File: config.mk
export PLATFORM = sky130hd
export DESIGN_NAME = priority_encoder_rr_flat
export DESIGN_NICKNAME = d
export VERILOG_FILES = /design/src/rtl/priority_encoder_rr_if.sv /design/src/rtl/priority_encoder_rr.sv /design/src/flat_wrapper.sv
export SDC_FILE = /design/constraint.sdc
export NUM_CORES = 1
export LEC_CHECK = 0
export ABC_AREA = 1
export ABC_CLOCK_PERIOD_IN_PS = 5800
export CELL_PAD_IN_SITES_DETAIL_PLACEMENT = 0
export CELL_PAD_IN_SITES_GLOBAL_PLACEMENT = 2
export CORE_MARGIN = 2
export CORE_UTILIZATION = 24
export DETAILED_ROUTE_END_ITERATION = 8
export GPL_TIMING_DRIVEN = 0
export HOLD_SLACK_MARGIN = 0.02
export PLACE_DENSITY_LB_ADDON = 0.1
export SYNTH_ARGS = -nofsm -noshare
export SYNTH_HDL_FRONTEND = slang
export SYNTH_SLANG_ARGS = --single-unit
export TNS_END_PERCENT = 1
File: constraint.sdc
create_clock -name clk -period 5.8 [get_ports clk]
set_clock_uncertainty 0.05 [all_clocks]
set_input_delay 1.45 -clock clk [delete_from_list [all_inputs] [get_ports clk]]
set_output_delay 1.45 -clock clk [all_outputs]
set_load 0.01 [all_outputs]
File: src/rtl/priority_encoder_rr_if.sv
// Request/result bundle for the registered priority encoder.
// Carries the input handshake (req_in/in_valid/in_ready) and the result handshake.
// master = request producer + result consumer, slave = the encoder itself.
interface priority_encoder_rr_if #(
  parameter int N = 8
);
  localparam int W = $clog2(N);

  logic [N-1:0] req_in;
  logic         in_valid;
  logic         in_ready;
  logic         rr_mode;
  logic [W-1:0] enc_out;
  logic         multi_hot;
  logic         none;
  logic         out_valid;
  logic         out_ready;

  modport master (
    output req_in, in_valid, rr_mode, out_ready,
    input  in_ready, enc_out, multi_hot, none, out_valid
  );

  modport slave (
    input  req_in, in_valid, rr_mode, out_ready,
    output in_ready, enc_out, multi_hot, none, out_valid
  );
endinterface

File: src/rtl/priority_encoder_rr.sv
// Registered N-to-log2(N) priority encoder, fixed-priority or round-robin, flags multi-hot/all-zero.
// Latency: one cycle from accept to out_valid; one result per cycle sustained.
// Backpressure: in_ready = !out_valid || out_ready; a stalled result holds and req_in is ignored.
module priority_encoder_rr #(
  parameter  int N = 8,
  localparam int W = $clog2(N)
) (
  input  logic                 clk,
  input  logic                 rst,
  priority_encoder_rr_if.slave bus
);

  localparam logic [W-1:0] LAST_IDX = W'(N - 1);
  localparam logic [W-1:0] ONE_W    = W'(1);
  localparam logic [N-1:0] ONE_N    = N'(1);

  logic [W-1:0] ptr_q, ptr_d;
  logic [W-1:0] enc_q, enc_d;
  logic         multi_hot_q, multi_hot_d;
  logic         none_q, none_d;
  logic         out_valid_q, out_valid_d;

  logic         in_ready;
  logic         accept;
  logic         req_any;
  logic [W-1:0] start_idx;
  logic [N-1:0] upper_req;
  logic [N-1:0] search_req;
  logic [W-1:0] winner;

  // Only out_ready reaches in_ready combinationally; everything else is registered.
  assign in_ready = !out_valid_q || bus.out_ready;
  assign accept   = bus.in_valid && in_ready;
  assign req_any  = |bus.req_in;

  // Split requests at the search start: bits at/above start win first, else wrap to bit 0.
  always_comb begin
    start_idx  = bus.rr_mode ? ptr_q : '0;
    upper_req  = '0;
    for (int i = 0; i < N; i++) begin
      upper_req[i] = bus.req_in[i] && (i >= int'(start_idx));
    end
    search_req = (|upper_req) ? upper_req : bus.req_in;
  end

  // Lowest set bit of the selected search vector (descending scan, last hit wins).
  always_comb begin
    winner = '0;
    for (int i = N - 1; i >= 0; i--) begin
      if (search_req[i]) winner = W'(i);
    end
  end

  // Next state: load a result on accept, drop out_valid on a drain with no new accept.
  always_comb begin
    ptr_d       = ptr_q;
    enc_d       = enc_q;
    multi_hot_d = multi_hot_q;
    none_d      = none_q;
    out_valid_d = out_valid_q;
    if (accept) begin
      out_valid_d = 1'b1;
      enc_d       = req_any ? winner : '0;
      none_d      = !req_any;
      multi_hot_d = |(bus.req_in & (bus.req_in - ONE_N));
      // Pointer advances in both modes so a later switch to round-robin stays fair;
      // wrap is at N, not 2^W, so non-power-of-two widths never produce an illegal index.
      if (req_any) begin
        ptr_d = (winner == LAST_IDX) ? '0 : winner + ONE_W;
      end
    end else if (bus.out_ready) begin
      out_valid_d = 1'b0;
    end
  end

  // State register; reset overrides any accept or drain in the same cycle.
  always_ff @(posedge clk) begin
    if (rst) begin
      ptr_q       <= '0;
      enc_q       <= '0;
      multi_hot_q <= 1'b0;
      none_q      <= 1'b0;
      out_valid_q <= 1'b0;
    end else begin
      ptr_q       <= ptr_d;
      enc_q       <= enc_d;
      multi_hot_q <= multi_hot_d;
      none_q      <= none_d;
      out_valid_q <= out_valid_d;
    end
  end

  assign bus.in_ready  = in_ready;
  assign bus.enc_out   = enc_q;
  assign bus.multi_hot = multi_hot_q;
  assign bus.none      = none_q;
  assign bus.out_valid = out_valid_q;

endmodule

File: src/flat_wrapper.sv
// flat-port wrapper written by rule: the top's interface ports become plain ports
module priority_encoder_rr_flat 
#(
  parameter  int N = 8,
  localparam int W = $clog2(N)
)
  (clk, rst, bus_req_in, bus_in_valid, bus_rr_mode, bus_out_ready, bus_in_ready, bus_enc_out, bus_multi_hot, bus_none, bus_out_valid);
  priority_encoder_rr_if #(.N(N)) bus_i ();
  input  logic clk;
  input  logic rst;
  input wire logic [$bits(bus_i.req_in)-1:0] bus_req_in;
  input wire logic [$bits(bus_i.in_valid)-1:0] bus_in_valid;
  input wire logic [$bits(bus_i.rr_mode)-1:0] bus_rr_mode;
  input wire logic [$bits(bus_i.out_ready)-1:0] bus_out_ready;
  output wire logic [$bits(bus_i.in_ready)-1:0] bus_in_ready;
  output wire logic [$bits(bus_i.enc_out)-1:0] bus_enc_out;
  output wire logic [$bits(bus_i.multi_hot)-1:0] bus_multi_hot;
  output wire logic [$bits(bus_i.none)-1:0] bus_none;
  output wire logic [$bits(bus_i.out_valid)-1:0] bus_out_valid;
  assign bus_i.req_in = bus_req_in;
  assign bus_i.in_valid = bus_in_valid;
  assign bus_i.rr_mode = bus_rr_mode;
  assign bus_i.out_ready = bus_out_ready;
  assign bus_in_ready = bus_i.in_ready;
  assign bus_enc_out = bus_i.enc_out;
  assign bus_multi_hot = bus_i.multi_hot;
  assign bus_none = bus_i.none;
  assign bus_out_valid = bus_i.out_valid;
  priority_encoder_rr #(.N(N)) u_core (.clk(clk), .rst(rst), .bus(bus_i));
endmodule
==> flow_summary.toml <==
[power]
seqPwrFrac = 0.403
p_int_mw = 0.1184
combPwrFrac = 0.315
ir_worst_vdd_mv = 0.09565
p_leak_nw = 0.4363
finalPower_mw = 0.1737
switching_share = 0.3185
switchingPower_mw = 0.05531
clockPowerShare = 0.282
pwr_density_cell_nw_per_um2 = 188.3

[setup_path]
r2r-start = "u_core.ptr_q[2]"
critPathLaunchType = "input pin"
worstPathMaxFanout = 3
max_stage_delay_ns = 0.54
worstPathRequired_ns = 4.30
critical_path.top_delay_family = "buffers and inverters"
path_buf_inv = 3
worstSetupEndpointType = "output pin"
crit_top_cell = "clkdlybuf4s50_1"
cp-startpoint = "bus_out_ready"
path_class = "in2out"
slowest_stage = "clkdlybuf4s50_1"
crit_chain = "clkdlybuf4s50_1 > inv_1 > nand2_1 > clkdlybuf4s50_1"
critPathArrivalTime_ns = 2.57

[floorplan]
die_area_um2 = 3217
rows = 19
die_h_um = 56.72
die_w_um = 56.72
io_pins = 20
initial_core_util = 0.2483
coreArea_um2 = 2686

[synth]
synthAdderAreaFrac = 0.03752
synth_top_family_by_area = "simple AND/OR/NAND/NOR gates"
synth_fp_nets = 125
synth_simple_gate_area_frac = 0.3921
netlist_instances = 110
syn_area_um2 = 666.9
synth_top_area_share = 0.2702
synth_compound_gate_area_share = 0.2101
seq_area_frac_synth = 0.2702
muxShareOfSynthArea = 0
ys_types = 25
yosysWarningCount = 0
ys_ff_latch = 9
yosysTopAreaCell = "dfxtp_1"
avgSynthCellArea_um2 = 6.063
synthTopCellsByArea = "dfxtp_1 27%, nand2_1 21%, inv_1 8.4%"
synth-xor-area-share = 0

[timing]
tns_ns = 0
hold_violations = 0
slew_violations = 0
relSlewSlack = 0.5987
worst_pin_slew_ns = 0.5956
period_needed_ns = 4.067
max_clock_freq_mhz = 245.9
period_share = 0.7012
finalSetupViolations = 0
setup_ws_ns = 1.733
rsz0062_at_grt = "no"
hold_slack_ns = 0.4153

[clocking]
clk_path_buf_depth = 2
cts.clk_slew.worst_paths_ns = 0.06
cts.sinks = 9
h-tree-depth = 1
cts_setup_buffers = 0
root_buffer = "clkbuf_4"
cts.repair.resized = 0
ctsHoldBuffers = 0
insertion_delay_ns = 0.27
cts_buffers = 3
cts_tree = "built"

[global_route]
antenna_found_initial = 0
track_usage = 0.1261
grt_pass1_wl_um = 3160
grt_pass1_vias = 718
grt.overflow.total = 0
grt_max_degree = 7

[outcome]
outcome = "completed"

[routing]
wl_met1_um = 872
first_iter_violations = 15
viasPerCell = 4.537
drtPass1Iterations = 4
wl_met2_um = 850
wire_per_inst_um = 11.25
highest_layer = "met4"
totalWireLength_um = 1845
route.met3.wl_um = 88
remaining_drc_errors = 0
ant_nets = 0
route.vias.total = 744

[placement]
io_buffers = 19
place_congestion = 0.7234
hpwl_um = 1539
post-place-ws_ns = 1.715

[cells_and_area]
final_nets = 149
fillers = 306
area_growth_pct = 38.27
drive_gt1_frac = 0.1053
diodes = 0

[min_path]
hp-class = "reg2reg"
holdCritStartpoint = "u_core.bus.enc_out[2]"

[flow_run]
maxCapViolCount = 0
-- cell usage in the layout, fill, tap and decap left out, types with 3 or more instances in the layout --
| cell | netlist | final |
|---|---|---|
| nand2_2 | 4 | 4 |
| nand2_1 | 38 | 38 |
| dfxtp_1 | 9 | 9 |
| a21oi_1 | 7 | 7 |
| o21ai_0 | 7 | 7 |
| clkbuf_4 | 0 | 3 |
| nor2_1 | 7 | 7 |
| inv_1 | 15 | 15 |
| clkdlybuf4s50_1 | 0 | 19 |
| nand3_1 | 3 | 3 |
-- worst paths after layout --
path,slack [ns],to,cells after the start
min reg2reg,0.42,u_core.bus.enc_out[2],2
max reg2reg,3.32,u_core.ptr_q[2],19
min,0.42,u_core.bus.enc_out[2],2
max,1.73,bus_in_ready,4
-- area by class of cell --
cell class | instances | area [um^2] | area share
multi-input combinational | 85 | 426.7 | 0.4627
timing repair buffer | 19 | 190.2 | 0.2062
sequential | 9 | 180.2 | 0.1954
inverter | 16 | 60.06 | 0.06513
tap | 31 | 38.79 | 0.04206
clock buffer | 4 | 26.28 | 0.02849
-- stage by stage --
stage               utilization  area (um^2)  std cells
floorplan                     -        666.9        110
global placement         0.3335        895.9        160
detailed placement       0.3335        895.9        160
CTS                      0.3433        922.1        164
global route             0.3433        922.1        164
finish                   0.3433        922.1        164
-- registers in the layout, summed over array words and instances, names as in the netlist --
name / cells
u_core.bus.enc_out: 3
u_core.ptr_q: 3
u_core.bus.multi_hot: 1
u_core.bus.none: 1
u_core.bus.out_valid: 1
-- power by group through the flow --
stage | clock [mW] | combinational (mW) | sequential [mW]
finish | 0.0490 | 0.0547 | 0.0699
global route | 0.0528 | 0.0626 | 0.0706
global placement | 0 | 0.0552 | 0.0713
floorplan | 0 | 0.0296 | 0.0721
detailed placement | 0 | 0.0551 | 0.0712
CTS | 0.0505 | 0.0556 | 0.0699
-- per-layer routing --
layer,global-route usage,vias to the layer above
met5,0,-
met2,0.1993,14
met3,0.03226,5
li1,-,406
met4,0.05102,0
met1,0.1622,319
-- cell families after synthesis --
kind of cell	Yosys count
compound gates	23
fa+ha+maj	2
buf+inv	16
flops	9
simple gates	60
-- cell usage after synthesis --
| cell type | number |
|---|---|
| a21oi_1 | 7 |
| nand2_2 | 4 |
| or2_2 | 1 |
| o21a_1 | 1 |
| ha_1 | 2 |
| a2111oi_0 | 1 |
| o211ai_1 | 1 |
| dfxtp_1 | 9 |
| o21ai_0 | 7 |
| a22o_1 | 1 |
| nor2_2 | 2 |
| o2111ai_1 | 1 |
| o21ai_1 | 1 |
| o22ai_1 | 1 |
| nor2_1 | 7 |
| nand4_1 | 1 |
| nor4_1 | 1 |
| nand3b_1 | 1 |
| inv_2 | 1 |
| nand2_1 | 38 |
| a21oi_2 | 2 |
| nor3_1 | 1 |
| nand3_1 | 3 |
| inv_1 | 15 |
| and2_4 | 1 |
-- worst register-to-register path, delay by kind of cell (launching register included) --
family | cells | cell delay (ns)
AOI/OAI and AO/OA | 3 | 0.32
buffers and inverters | 3 | 0.22
adders and majority gates | 2 | 0.46
DFF | 1 | 0.39
and+or+nand+nor | 11 | 0.90
Note: power is estimated with default switching activity, not from simulation.
